[config.mk]
export PLATFORM = sky130hd
export DESIGN_NAME = jt12_acc_sched
export DESIGN_NICKNAME = d
export VERILOG_FILES = /design/src/rtl/jt12_acc_sched_pkg.sv /design/src/rtl/jt12_sched_dly.sv /design/src/rtl/jt12_acc_sched.sv
export SDC_FILE = /design/constraint.sdc
export NUM_CORES = 1
export LEC_CHECK = 0
export BUFFER_PORTS_ARGS = -buffer_cell sky130_fd_sc_hd__buf_2
export CAP_MARGIN = 20
export CORE_MARGIN = 3
export CORE_UTILIZATION = 50
export DETAILED_ROUTE_END_ITERATION = 8
export PLACE_DENSITY = 0.68
export SLEW_MARGIN = 15
export SYNTH_ARGS = -nofsm -noshare
export SYNTH_HDL_FRONTEND = slang
export SYNTH_SLANG_ARGS = --single-unit
[constraint.sdc]
create_clock -name clk -period 8.2 [get_ports clk]
set_input_delay 1.64 -clock clk [delete_from_list [all_inputs] [get_ports clk]]
set_output_delay 1.64 -clock clk [all_outputs]
set_load 0.01 [all_outputs]
[src/rtl/jt12_acc_sched_pkg.sv]
// Shared constants, slot bus layout and slot decode helpers for the
// FM accumulator slot sequencer.
package jt12_acc_sched_pkg;

    localparam int unsigned NUM_CH   = 6;
    localparam int unsigned NUM_SLOT = 24;

    localparam logic [2:0] RST_ALG = 3'd0;
    localparam logic [1:0] RST_RL  = 2'b11;

    // Operator groups in the order they occupy the round (slot / 6).
    typedef enum logic [1:0] {
        GRP_S1 = 2'd0,
        GRP_S3 = 2'd1,
        GRP_S2 = 2'd2,
        GRP_S4 = 2'd3
    } group_t;

    typedef struct packed {
        logic       zero;
        logic       s1;
        logic       s3;
        logic       s2;
        logic       s4;
        logic       ch6op;
        logic [2:0] cur_ch;
        logic [2:0] alg;
        logic [1:0] rl;
        logic       channel_en;
        logic       pcm_en;
    } slot_t;

    localparam int unsigned SLOT_W = $bits(slot_t);

    function automatic logic [2:0] slot_ch(input logic [4:0] s);
        return 3'(s % 5'd6);
    endfunction

    function automatic group_t slot_group(input logic [4:0] s);
        return group_t'(2'(s / 5'd6));
    endfunction

endpackage

[src/rtl/jt12_sched_dly.sv]
// Width-parameterised shift register with clock enable and async clear;
// DEPTH=0 is a plain wire.
module jt12_sched_dly #(
    parameter int unsigned DEPTH = 2,
    parameter int unsigned W     = 8
) (
    input  logic         clk,
    input  logic         rst_n,
    input  logic         clk_en,
    input  logic [W-1:0] din,
    output logic [W-1:0] dout
);

    generate
        if (DEPTH == 0) begin : g_bypass
            logic unused_ctrl;
            assign unused_ctrl = &{1'b0, clk, rst_n, clk_en};
            assign dout = din;
        end else begin : g_shift
            logic [W-1:0] sr [DEPTH];

            always_ff @(posedge clk or negedge rst_n) begin
                if (!rst_n) begin
                    for (int unsigned i = 0; i < DEPTH; i++) begin
                        sr[i] <= '0;
                    end
                end else if (clk_en) begin
                    sr[0] <= din;
                    for (int unsigned i = 1; i < DEPTH; i++) begin
                        sr[i] <= sr[i-1];
                    end
                end
            end

            assign dout = sr[DEPTH-1];
        end
    endgenerate

endmodule

[src/rtl/jt12_acc_sched.sv]
// Slot sequencer for the FM channel accumulator: walks the 24 operator slots
// and holds per-channel alg/rl/mute, committing CPU writes only at round wrap.
module jt12_acc_sched
    import jt12_acc_sched_pkg::*;
#(
    parameter int unsigned PIPE_DLY = 2
) (
    input  logic       clk,
    input  logic       rst_n,
    input  logic       clk_en,
    input  logic       cfg_we,
    input  logic [2:0] cfg_ch,
    input  logic [2:0] cfg_alg,
    input  logic [1:0] cfg_rl,
    input  logic       cfg_mute,
    input  logic       pcm_en_in,
    output logic       cfg_busy,
    output logic       zero,
    output logic       s1_enters,
    output logic       s3_enters,
    output logic       s2_enters,
    output logic       s4_enters,
    output logic       ch6op,
    output logic [2:0] cur_ch,
    output logic [2:0] alg,
    output logic [1:0] rl,
    output logic       channel_en,
    output logic       pcm_en
);

    logic [4:0] slot_q;
    logic       wrap;
    logic       accept;
    logic [2:0] ch;

    logic [2:0]        alg_bank [NUM_CH];
    logic [1:0]        rl_bank  [NUM_CH];
    logic [NUM_CH-1:0] mute_bank;
    logic              pcm_q;

    logic       busy_q;
    logic [2:0] pend_ch;
    logic [2:0] pend_alg;
    logic [1:0] pend_rl;
    logic       pend_mute;
    logic       pend_pcm;

    slot_t dec_d, dec_q, pres;

    assign wrap   = (slot_q == 5'(NUM_SLOT - 1));
    assign accept = cfg_we & ~busy_q & (cfg_ch < 3'(NUM_CH));
    assign ch     = slot_ch(slot_q);

    always_ff @(posedge clk or negedge rst_n) begin
        if (!rst_n) begin
            slot_q <= '0;
        end else if (clk_en) begin
            slot_q <= wrap ? '0 : slot_q + 5'd1;
        end
    end

    // Commit and capture are exclusive: capture needs ~busy, commit needs busy.
    always_ff @(posedge clk or negedge rst_n) begin
        if (!rst_n) begin
            busy_q    <= 1'b0;
            pend_ch   <= '0;
            pend_alg  <= '0;
            pend_rl   <= '0;
            pend_mute <= 1'b0;
            pend_pcm  <= 1'b0;
            pcm_q     <= 1'b0;
            mute_bank <= '0;
            for (int unsigned i = 0; i < NUM_CH; i++) begin
                alg_bank[i] <= RST_ALG;
                rl_bank[i]  <= RST_RL;
            end
        end else if (clk_en) begin
            if (wrap && busy_q) begin
                alg_bank[pend_ch]  <= pend_alg;
                rl_bank[pend_ch]   <= pend_rl;
                mute_bank[pend_ch] <= pend_mute;
                pcm_q              <= pend_pcm;
                busy_q             <= 1'b0;
            end else if (accept) begin
                pend_ch   <= cfg_ch;
                pend_alg  <= cfg_alg;
                pend_rl   <= cfg_rl;
                pend_mute <= cfg_mute;
                pend_pcm  <= pcm_en_in;
                busy_q    <= 1'b1;
            end
        end
    end

    always_comb begin
        dec_d        = '0;
        dec_d.zero   = (slot_q == '0);
        unique case (slot_group(slot_q))
            GRP_S1: dec_d.s1 = 1'b1;
            GRP_S3: dec_d.s3 = 1'b1;
            GRP_S2: dec_d.s2 = 1'b1;
            GRP_S4: dec_d.s4 = 1'b1;
        endcase
        dec_d.ch6op      = (ch == 3'(NUM_CH - 1));
        dec_d.cur_ch     = ch;
        dec_d.alg        = alg_bank[ch];
        dec_d.rl         = rl_bank[ch];
        dec_d.channel_en = ~mute_bank[ch];
        dec_d.pcm_en     = pcm_q;
    end

    always_ff @(posedge clk or negedge rst_n) begin
        if (!rst_n) begin
            dec_q <= '0;
        end else if (clk_en) begin
            dec_q <= dec_d;
        end
    end

    jt12_sched_dly #(
        .DEPTH (PIPE_DLY),
        .W     (SLOT_W)
    ) u_dly (
        .clk    (clk),
        .rst_n  (rst_n),
        .clk_en (clk_en),
        .din    (dec_q),
        .dout   (pres)
    );

    assign cfg_busy   = busy_q;
    assign zero       = pres.zero;
    assign s1_enters  = pres.s1;
    assign s3_enters  = pres.s3;
    assign s2_enters  = pres.s2;
    assign s4_enters  = pres.s4;
    assign ch6op      = pres.ch6op;
    assign cur_ch     = pres.cur_ch;
    assign alg        = pres.alg;
    assign rl         = pres.rl;
    assign channel_en = pres.channel_en;
    assign pcm_en     = pres.pcm_en;

endmodule

==> results.md <==
- Critical path fanouts, max: 59
- Clk_skew: 0.009622 ns
- Maxcap violations: 0
- Detailed placement HPWL: 5276 um
- Post-synthesis instance area: 4553 um^2
- Post_cts resized: 0
- Hold Crit Class: flop to flop
- Total Routed Length: 7769 um
- Root buffer cell: clkbuf_8
- Synth Register Bits: 101
- Startpoint Class: primary input
- Max-slew headroom: 49.85%
- DR pass1 iterations: 4
- Post-route insts no fill: 468
- Final Hold Viols: 0
- Syn avg cell area: 13.47 um^2
- Syn nets: 357
- Power per cell area: 331.6 nW/um^2
- Part of the Yosys area used for sequential elements: 55.84%
- Worst path required time: 8.45 ns
- VDD IR-drop max: 0.1334 mV
- CTS tree: yes
- Synth top area share: 48.91%
- Die width: 101.4 um
- Fill cell instance count of the final layout: 752
- Min cycle time layout: 3.561 ns
- Worst-path cell chain: buf_2, buf_4, and3_1, nand3_1, nor4b_2, mux2_2
- Postcts setup bufs: 0
- Routability congestion estimate: 0.7485
- DIE HEIGHT: 101.4 um
- Antenna diodes: 0
- Clock buffer depth: 2
- Total number of vias: 2612
- Status: finished, final reports clean
- CTS clk-pin slew, worst paths: 0.09 ns
- Core area: 8763 um^2
- Synth area leaders: dfrtp_1 (49%), mux2_2 (21%), dfstp_2 (6.9%), mux2i_1 (2.9%), o221ai_1 (2.1%)
- Residual DRC count: 0
- Layout Nets: 374
- Final Setup Violations: 0
- Final Slew Violations: 0
- Total grt overflow: 0
- Port buffer count: 30
- Later-pin clock latency in the skew report: 0.36 ns
- Least-Margin Pin Slew: 0.7522 ns
- Share of cells above drive strength 1: 43.33%
- Starting density of the core: 51.96%
- Row Count: 34
- Tot GR Track Use: 16.39%
- DP Cell Count: 452
- Num CTS Buffers: 9
- Setup TNS Final: 0 ns
- WP data arrival: 3.81 ns
- Vias per cell: 5.581
- RSZ-0062 raised after global routing: no
- Max Fclk: 280.8 MHz
- Post-DRT Antenna Nets: 0
- Crit end category: flop
- Largest net degree at the start of global routing: 63
- Commonest non-fill, non-tap cell in the layout: dfrtp_1
- Vias in the first global route: 2599
- CTS H-tree lvls: 3
- Ports: 31
- Die area: 10290 um^2
- Hold buffers post-CTS: 0
- Part of the cycle the worst path needs: 43.43%
- Critical path's largest stage delay: 0.65 ns
- Initial antenna violation count: 0
- Most frequent cells in the layout: dfrtp_1 (89), mux2_2 (86), buf_2 (29), nand2_1 (19), mux2i_1 (13)
- First-pass GRT wire length: 13170 um
- DR WL/cell: 16.60 um
- Largest area contributor in the netlist: dfrtp_1
- Lkg Pwr: 2.301 nW
- Clock Sink Count: 101
- Syn. warnings: 0
- Starting DRT DRC Count: 93
- Synth unique cells: 42
- Critical path type: primary input to flop
- Mapped Cells: 338
- Slowest-stage cell, CP: nor4b_2
- Area growth syn-to-layout: 7.722%
[sequential cells by signal (all words and copies together) (netlist names)]
register and cells:
alg_bank 18, cfg_busy 1, dec_q 16, mute_bank 6
pcm_q 1, pend_alg 3, pend_ch 3, pend_mute 1
pend_pcm 1, pend_rl 2, rl_bank 12, slot_q 5
u_dly.dout 16, u_dly.g_shift.sr 16
[logic make-up after synthesis]
family	after synthesis	share of synthesized area, %
buf+inv	39	4.204
compound gates	42	7.474
flops	101	55.84
simple gates	48	6.073
xor+xnor	3	0.5772
mux	100	24.46
fa+ha+maj	5	1.374
[layout make-up]
type / instances / area, um^2 / share of cell area (%)
sequential: 101 / 2542 / 51.84
inverter: 11 / 41.29 / 0.8418
multi-input combinational: 198 / 1819 / 37.09
timing repair buffer: 34 / 182.7 / 3.724
tap: 108 / 135.1 / 2.755
clock inverter: 6 / 46.29 / 0.9439
clock buffer: 10 / 137.6 / 2.806
[worst paths after layout]
check | startpoint | endpoint | slack, ns | cells after the start
min reg2reg | pend_pcm | pcm_q | 0.49 | 2
max reg2reg | slot_q[3] | dec_q[6] | 5.22 | 11
max in group asynchronous | rst_n | mute_bank[5] | 5.83 | 2
min | pend_pcm | pcm_q | 0.49 | 2
max | clk_en | mute_bank[4] | 4.64 | 6
min in group asynchronous | rst_n | u_dly.dout[9] | 1.23 | 1
[Yosys cell counts (all sizes together)]
| cell type | number |
|---|---|
| nor4 | 2 |
| a21o | 2 |
| a2111o | 1 |
| o22ai | 1 |
| buf | 15 |
| nand2 | 19 |
| a211oi | 2 |
| and2b | 1 |
| a31oi | 2 |
| a221o | 1 |
| dfrtp | 89 |
| o31a | 1 |
| dfstp | 12 |
| or2 | 1 |
| nor2b | 3 |
| o2bb2ai | 10 |
| a22o | 1 |
| ha | 5 |
| nand4b | 3 |
| o221ai | 11 |
| nand4 | 1 |
| mux2i | 13 |
| or3 | 1 |
| nand3 | 4 |
| and3 | 4 |
| nor4b | 2 |
| nor2 | 3 |
| nand2b | 1 |
| nor3 | 1 |
| nand3b | 2 |
| a31o | 5 |
| inv | 11 |
| o21ai | 5 |
| clkbuf | 13 |
| mux2 | 87 |
| xnor2 | 3 |
[report_power, final]
| part | leakage [nW] | switching, W | internal [W] | total [W] |
|---|---|---|---|---|
| sequential | 1.28 | 0.000130 | 0.000651 | 0.000781 |
| combinational | 0.931 | 0.000283 | 0.000266 | 0.000550 |
| clock | 0.0893 | 0.000175 | 0.000121 | 0.000296 |
[stage by stage]
step | utilization (%) | cell area [um^2] | hold slack, ns | setup slack [ns] | total power, W
CTS | 55.97 | 4905 | 0.4886 | 4.651 | 0.001639
global route | 55.97 | 4905 | 0.5155 | 4.480 | 0.001743
finish | 55.97 | 4905 | 0.4872 | 4.639 | 0.001626
detailed placement | 53.87 | 4721 | 0.4653 | 4.267 | 0.001343
global placement | 53.87 | 4721 | 0.4657 | 4.321 | 0.001325
floorplan | - | 4553 | 0.4348 | 5.207 | 0.001237
[worst max-delay path: cells and delay by family]
kind	cells	cell delay (ns)
mux	1	0.41
simple gates	3	1.17
buf+inv	2	0.58
[layer usage]
metal  routed length [um]  global-route usage (%)  up-vias  part of all wire, %
met5                    0                       0        -                    0
met4                  128                   6.544        0                  1.6
met3                  215                   2.755       10                  2.8
met2                 3505                   25.00       38                   45
met1                 3919                   23.44     1310                   50
li1                     -                       -     1254                    -
Power figures use the tool's default switching activity.
